**config.mk**
```make
export PLATFORM = sky130hd
export DESIGN_NAME = bp_be_cache_req_arbiter
export DESIGN_NICKNAME = d
export VERILOG_FILES = /design/src/rtl/bp_be_cache_req_arbiter_pkg.sv /design/src/rtl/bp_be_rr_pick.sv /design/src/rtl/bp_be_cache_req_arbiter.sv
export SDC_FILE = /design/constraint.sdc
export NUM_CORES = 1
export LEC_CHECK = 0
export BUFFER_PORTS_ARGS = -buffer_cell sky130_fd_sc_hd__buf_2
export CAP_MARGIN = 10
export CORE_AREA = 5 5 88 90
export CTS_CLUSTER_SIZE = 24
export DETAILED_ROUTE_END_ITERATION = 10
export DIE_AREA = 0 0 93 95
export PLACE_DENSITY = 0.66
export SLEW_MARGIN = 20
export SYNTH_ARGS = -nofsm -noshare
export SYNTH_HDL_FRONTEND = slang
export SYNTH_HIERARCHICAL = 1
export SYNTH_SLANG_ARGS = --single-unit
```
**constraint.sdc**
```tcl
create_clock -name clk_i -period 2.12 [get_ports clk_i]
set_clock_uncertainty 0.1 [all_clocks]
set_input_delay 0 -clock clk_i [delete_from_list [all_inputs] [get_ports clk_i]]
set_output_delay 0 -clock clk_i [all_outputs]
set_load 0.005 [all_outputs]
```
**src/rtl/bp_be_cache_req_arbiter_pkg.sv**
```systemverilog
// rtl/bp_be_cache_req_arbiter_pkg.sv - shared types for the backend D$ miss-interface arbiter
package bp_be_cache_req_arbiter_pkg;

  typedef enum logic [1:0] {
    e_arb_idle = 2'd0,
    e_arb_meta = 2'd1,
    e_arb_wait = 2'd2
  } bp_be_cache_arb_state_e;

  // Grant id width for a given requester count; never narrower than one bit.
  function automatic int unsigned arb_id_width(input int unsigned num_req);
    return (num_req > 1) ? $clog2(num_req) : 1;
  endfunction

  localparam int unsigned arb_grant_id_width_gp = arb_id_width(2);

endpackage

```
**src/rtl/bp_be_rr_pick.sv**
```systemverilog
// rtl/bp_be_rr_pick.sv - combinational round-robin selector: first set bit of v_i at or above ptr_i, wrapping
module bp_be_rr_pick
  import bp_be_cache_req_arbiter_pkg::*;
#(
  parameter int num_req_p  = 2,
  parameter int id_width_p = arb_id_width(num_req_p)
) (
  input  logic [num_req_p-1:0]  v_i,
  input  logic [id_width_p-1:0] ptr_i,
  output logic [id_width_p-1:0] id_o,
  output logic                  v_o
);

  logic [2*num_req_p-1:0] rot;
  logic [id_width_p:0]    sum;

  always_comb begin
    rot  = {v_i, v_i} >> ptr_i;
    sum  = '0;
    id_o = ptr_i;
    // Scan from the far end so the closest requester to ptr_i is written last.
    for (int i = num_req_p - 1; i >= 0; i--) begin
      if (rot[i]) begin
        sum = {1'b0, ptr_i} + (id_width_p + 1)'(i);
        if (sum >= (id_width_p + 1)'(num_req_p)) begin
          sum = sum - (id_width_p + 1)'(num_req_p);
        end
        id_o = sum[id_width_p-1:0];
      end
    end
  end

  assign v_o = |v_i;

endmodule

```
**src/rtl/bp_be_cache_req_arbiter.sv**
```systemverilog
// rtl/bp_be_cache_req_arbiter.sv - round-robin owner of the D$ miss interface, one miss outstanding
// Optional watchdog enabled by defining BP_BE_CACHE_ARB_TIMEOUT_EN.
module bp_be_cache_req_arbiter
  import bp_be_cache_req_arbiter_pkg::*;
#(
  parameter int num_req_p        = 2,
  parameter int req_width_p      = 64,
  parameter int metadata_width_p = 8,
  parameter int timeout_width_p  = 16
) (
  input  logic                                  clk_i,
  input  logic                                  reset_n_i,
  input  logic [num_req_p*req_width_p-1:0]      req_i,
  input  logic [num_req_p-1:0]                  req_v_i,
  output logic [num_req_p-1:0]                  req_ready_o,
  input  logic [num_req_p*metadata_width_p-1:0] req_metadata_i,
  input  logic [num_req_p-1:0]                  req_metadata_v_i,
  output logic [num_req_p-1:0]                  req_complete_o,
  output logic [req_width_p-1:0]                cache_req_o,
  output logic                                  cache_req_v_o,
  input  logic                                  cache_req_ready_i,
  output logic [metadata_width_p-1:0]           cache_req_metadata_o,
  output logic                                  cache_req_metadata_v_o,
  input  logic                                  cache_req_complete_i,
  output logic [arb_id_width(num_req_p)-1:0]    grant_id_o,
  output logic                                  busy_o,
  output logic                                  timeout_o
);

  localparam int unsigned id_width_lp = arb_id_width(num_req_p);
  typedef logic [id_width_lp-1:0] id_t;

  bp_be_cache_arb_state_e state_q, state_d;
  id_t rr_ptr_q, rr_ptr_d;
  id_t grant_id_q, grant_id_d;
  id_t winner, sel_id;
  logic any_v;

  logic [num_req_p-1:0][req_width_p-1:0]      req_arr;
  logic [num_req_p-1:0][metadata_width_p-1:0] meta_arr;

  assign req_arr  = req_i;
  assign meta_arr = req_metadata_i;

  bp_be_rr_pick #(
    .num_req_p (num_req_p),
    .id_width_p(id_width_lp)
  ) u_pick (
    .v_i  (req_v_i),
    .ptr_i(rr_ptr_q),
    .id_o (winner),
    .v_o  (any_v)
  );

  always_ff @(posedge clk_i) begin
    if (!reset_n_i) begin
      state_q    <= e_arb_idle;
      rr_ptr_q   <= '0;
      grant_id_q <= '0;
    end else begin
      state_q    <= state_d;
      rr_ptr_q   <= rr_ptr_d;
      grant_id_q <= grant_id_d;
    end
  end

  always_comb begin
    state_d    = state_q;
    rr_ptr_d   = rr_ptr_q;
    grant_id_d = grant_id_q;
    unique case (state_q)
      e_arb_idle: begin
        if (any_v && cache_req_ready_i) begin
          grant_id_d = winner;
          state_d    = e_arb_meta;
        end
      end
      e_arb_meta: begin
        if (req_metadata_v_i[grant_id_q]) state_d = e_arb_wait;
      end
      e_arb_wait: begin
        if (cache_req_complete_i) begin
          rr_ptr_d = (grant_id_q == id_t'(num_req_p - 1)) ? '0 : grant_id_q + id_t'(1);
          state_d  = e_arb_idle;
        end
      end
      default: state_d = e_arb_idle;
    endcase
  end

  // While a grant is held the request bus keeps showing the granted requester.
  assign sel_id = (state_q == e_arb_idle) ? winner : grant_id_q;

  always_comb begin
    req_ready_o            = '0;
    req_complete_o         = '0;
    cache_req_v_o          = 1'b0;
    cache_req_metadata_v_o = 1'b0;
    cache_req_o            = req_arr[sel_id];
    cache_req_metadata_o   = meta_arr[grant_id_q];
    unique case (state_q)
      e_arb_idle: begin
        cache_req_v_o       = any_v;
        req_ready_o[winner] = cache_req_ready_i;
      end
      e_arb_meta: cache_req_metadata_v_o = req_metadata_v_i[grant_id_q];
      e_arb_wait: req_complete_o[grant_id_q] = cache_req_complete_i;
      default: ;
    endcase
  end

  assign grant_id_o = grant_id_q;
  assign busy_o     = (state_q != e_arb_idle);

`ifdef BP_BE_CACHE_ARB_TIMEOUT_EN
  logic [timeout_width_p-1:0] wd_cnt_q, wd_cnt_d;
  logic                       timeout_q, timeout_d;

  always_comb begin
    wd_cnt_d = wd_cnt_q;
    if (state_q == e_arb_idle) begin
      if (any_v && cache_req_ready_i) wd_cnt_d = '0;
    end else if (wd_cnt_q != '1) begin
      wd_cnt_d = wd_cnt_q + timeout_width_p'(1);
    end
    timeout_d = timeout_q | (&wd_cnt_d);
  end

  always_ff @(posedge clk_i) begin
    if (!reset_n_i) begin
      wd_cnt_q  <= '0;
      timeout_q <= 1'b0;
    end else begin
      wd_cnt_q  <= wd_cnt_d;
      timeout_q <= timeout_d;
    end
  end

  assign timeout_o = timeout_q;
`else
  logic [timeout_width_p-1:0] unused_wd;
  assign unused_wd = '0;
  assign timeout_o = 1'b0;
`endif

  // A completion is only legal while a miss is outstanding.
  a_complete_in_wait: assert property (@(posedge clk_i) disable iff (!reset_n_i)
    cache_req_complete_i |-> (state_q == e_arb_wait));

endmodule

```
Word-level counts from Yosys, hierarchy flattened
Cells that the tools add are included.

Logic and storage cells: 55. Input port bits: 152. Output and inout port bits: 81. Bits in registers: 4.

Order comparisons: 7. Reductions and logical operators: 9. Bitwise gates (word level): 2. Shift-type cells: 1. Add/sub/neg operators: 4. Multiplexer cells: 24. Equality and inequality tests: 5.

Operators with widths (count): $mux W64 (2); $mux W8 (2); $mux W1 (12); $mux W2 (5); $lt A1 B2 Y1 const B (3); $ne A2 B2 Y1 const B (3); $pmux W2 S3 (1); $and A2 B2 Y2 (2); $reduce_and A2 Y1 (2); $shr A4 B1 Y2 (1); $logic_and A1 B1 Y1 (3); $reduce_and A3 Y1 (1); $add A1 B1 Y2 const B (1); $demux W1 S1 (2); $eq A2 B1 Y1 const B (1); $eq A2 B2 Y1 const B (1); $ge A1 B1 Y1 const B (2); $ge A1 B2 Y1 const B (1); $ge A2 B2 Y1 const B (1); $logic_not A2 Y1 (1); $reduce_bool A2 Y1 (1); $reduce_or A2 Y1 (1); $sub A1 B1 Y1 const B (2); $add A1 B1 Y1 const B (1).

Depth between registers and ports, before layout
Depth after elaboration: 11. Depth in mapped cells: 5. Gate-level depth less buffers: 4.

By module
Netlist, hierarchy kept.

Modules (own cells, without submodules): bp_be_cache_req_arbiter (sequential area each 80.1 µm², instances 1, cells each 109, area each 1139.8 µm²); bp_be_rr_pick (sequential area each 0.0 µm², instances 1, cells each 4, area each 18.8 µm²).

Worst setup path after synthesis
Ideal clock, no wire load.

Kind: register to output. From: reg state_q[1]. To: out cache_req_o[0]. Buffers on the path: 1. Data required time: 2020 ps. Stages on the path, launching flop included: 5. Data arrival time: 1476 ps. Path slack: 544 ps. Path through: dfxtp_1 nor2_4 mux2i_4 buf_6 mux2_2.

Longest elaborated chain between the ends: 4.

Ends and longest elaborated chain: start: declaration (line bp_be_cache_req_arbiter.sv:33) `bp_be_cache_arb_state_e state_q, state_d;`; start signal: assignment (line bp_be_cache_req_arbiter.sv:57) `state_q <= e_arb_idle;`; start signal: assignment (line bp_be_cache_req_arbiter.sv:61) `state_q <= state_d;`; $logic_not A2 Y1 (line bp_be_cache_req_arbiter.sv:92) `assign sel_id = (state_q == e_arb_idle) ? winner : grant_id_q;`; $mux W1 (line bp_be_cache_req_arbiter.sv:92); $mux W64 (not written as such) (2 in a row) (line bp_be_cache_req_arbiter.sv:99) `cache_req_o = req_arr[sel_id];`; end: declaration (line bp_be_cache_req_arbiter.sv:19) `output logic [req_width_p-1:0] cache_req_o,`.

No other way between the ends. The select of a mux whose other input is x is not followed.

Final worst setup path
From: reg state_q[1]. To: out cache_req_o[38].

Same word-level chain as after synthesis.

==> results.ini <==
[placed_design]
port_buffers=231
placed_cells=420
dpl.hpwl_um=5230
gp_congestion=0.843
placed_area_um2=2380

[synth]
synth_top_area_frac=0.700
ys.warnings.count=6
synth_compound_area_frac=0.0302
ys_ff_latch=4
ys_seq_area_frac=0.0691
yosys.area_share.simple=0.0983
synth_cell_types=24
synth_top_family_by_area=multiplexers
yosysTopAreaCell=mux2_2
synth.mux.area_fraction=0.728
yosys-top-cells-area=mux2_2 (70%), dfxtp_1 (6.9%), buf_6 (5.8%), nor3b_1 (2.6%), mux2i_4 (1.9%)
synth_xor_xnor_area_share=0
syn_nets=265
syn-instance-count=113
syn_area_per_cell_um2=10.3
synthesis.area_um2=1160
synthAdderAreaFrac=0

[layout]
stdcell_count=424
layout.filler_cells=747
area_growth_pct=110
nets=496
drive_above_1_share=0.906
fin_area_um2=2430
diodes=0

[critical_path]
end_kind=output port
crit_end=cache_req_o[38]
rr_startpoint=grant_id_o
r2r_end=state_q[1]
cp-startpoint=state_q[1]
critPathLaunchType=flip-flop
reg2reg_slack_ps=590
worstSetupPathType=flip-flop to output port
reg2reg_depth=3
required_ps=2020
cp.arrival_ps=1850
worstPathMaxFanout=34

[outcome]
status=finished clean

[clock_tree]
clk_pin_slew_ps=30
hold_buffers=1
cts_buffers=3
cts_buffer_depth=2
cts_setup_buffers=0
cts-root-buf=clkbuf_8
cts_max_level=1
clock_latency_ps=220
clock_sinks=4
cts_tree=yes
post_cts_resized=0

[global_routing]
grt_util_all_layers=0.112
antenna_found_initial=0
grt_remaining_overflow=0
grt_pass1_wl_um=8130
grt_max_degree=35
grt_pass1_vias=1747

[pwr]
power.density_nw_per_um2=325
peakVddDrop_v=0.000268
power.leakage_nw=1.37

[drt]
firstDrtPassIters=4
wl_um=5820
wl_per_cell_um=13.7
via_per_inst=4.18
ant_nets=0
vias=1771
drt_iter0_markers=13
drt_drc_violations_left=0

[flow_run]
cap_violations=0

[timing]
slew_violations=0
final.min_clock_period_ps=1950
timing.fmax_ghz=0.512
setup_total_negative_slack_ps=0
slew_headroom=0.584
rsz0062_at_grt=false
worstMarginPinSlew_ps=623
setup_viol=0
period_share=0.921
finalHoldViolations=0

[hold_path]
holdCritPathClass=primary input to flip-flop

[die]
rows=31
start_util=0.166
core_area_um2=6980
io_pins=233
die_y_um=95
die_area_um2=8840
die_x_um=93

-- worst max-delay path, stage by stage, from the launching register on --
cell and delay, ps:
dfxtp_1 340, nor2_4 200, mux2i_4 330, buf_12 240, mux2_2 370, buf_2 130
-- power by group --
group	internal [mW]	switching (mW)	total, mW
Combinational	0.341	0.199	0.540
Clock	0.121	0.0408	0.162
Sequential	0.0795	0.00845	0.0880
Total	0.541	0.249	0.790
-- flip-flops by register name, indices dropped and copies added (netlist names) --
register    count
state_q         2
grant_id_o      1
rr_ptr_q        1
-- through the flow --
stage                      util  hold WS, ps  setup WS, ps  power [mW]
after global placement    0.341          153           420       0.627
after floorplan               -        -26.3           544       0.350
final                     0.348         8.34           167       0.790
after global routing      0.348         65.4          83.0       0.855
after CTS                 0.348         6.48           156       0.807
after detailed placement  0.341          157           394       0.634
-- cells in the mapped netlist --
cell type,n
nor3b_1,4
dfxtp_1,4
buf_4,1
or2_1,1
buf_6,6
and3_1,2
a21oi_1,2
a21boi_0,1
and2_1,1
mux2_2,72
nor2_4,1
conb_1,1
nand4_1,1
and3b_1,1
inv_1,1
nor2b_1,1
mux2i_1,1
clkbuf_1,1
nor2_1,3
nand2_1,4
o21a_1,1
mux2i_4,1
o21ai_0,1
o21ai_1,1
-- final cells by class --
cell class | instances | area [um^2] | share of cell area
Clock buffer | 3 | 41.3 | 0.0170
Timing Repair Buffer | 234 | 1210 | 0.496
Multi-Input combinational cell | 100 | 996 | 0.410
Inverter | 1 | 3.75 | 0.00154
Tap cell | 82 | 103 | 0.0422
Sequential cell | 4 | 80.1 | 0.0330
-- how the worst min path moves through the flow --
| stage | startpoint | end | slack (ps) | cells after the start |
|---|---|---|---|---|
| final | cache_req_ready_i | grant_id_o | 8 | 3 |
| after global routing | cache_req_ready_i | grant_id_o | 70 | 3 |
| after detailed placement | reset_n_i | state_q[1] | 160 | 2 |
| after global placement | reset_n_i | state_q[1] | 150 | 2 |
| after floorplan | cache_req_complete_i | req_complete_o[0] | -30 | 2 |
| after CTS | cache_req_ready_i | grant_id_o | 6 | 3 |
-- logic make-up (layout without fill, tap and decap cells) --
kind of cell,Yosys count,after routing
mux,74,74
simple gates,19,19
buf+inv,9,238
compound gates,6,6
flops,4,4
other cells,1,1
-- layout by cell type, fill, tap and decap left out --
cell type	instances
and2_1	1
mux2_2	72
dlygate4sd3_1	1
nor3b_1	4
clkbuf_8	3
mux2i_4	1
a21oi_1	2
a21boi_0	1
nand2_1	4
nor2b_1	1
o21ai_1	1
buf_2	231
nand4_1	1
conb_1	1
inv_1	1
buf_12	2
mux2i_1	1
dfxtp_1	4
or2_1	1
o21ai_0	1
o21a_1	1
and3_1	2
and3b_1	1
nor2_1	3
nor2_4	1
-- routing by layer --
metal / global-route usage / up-vias / wire length (um)
li1: - / 877 / -
met1: 0.123 / 775 / 2030
met2: 0.213 / 116 / 2990
met3: 0.0335 / 3 / 774
met4: 0.0195 / 0 / 30
met5: 0 / - / 0
(Power assumes the default switching activity.)
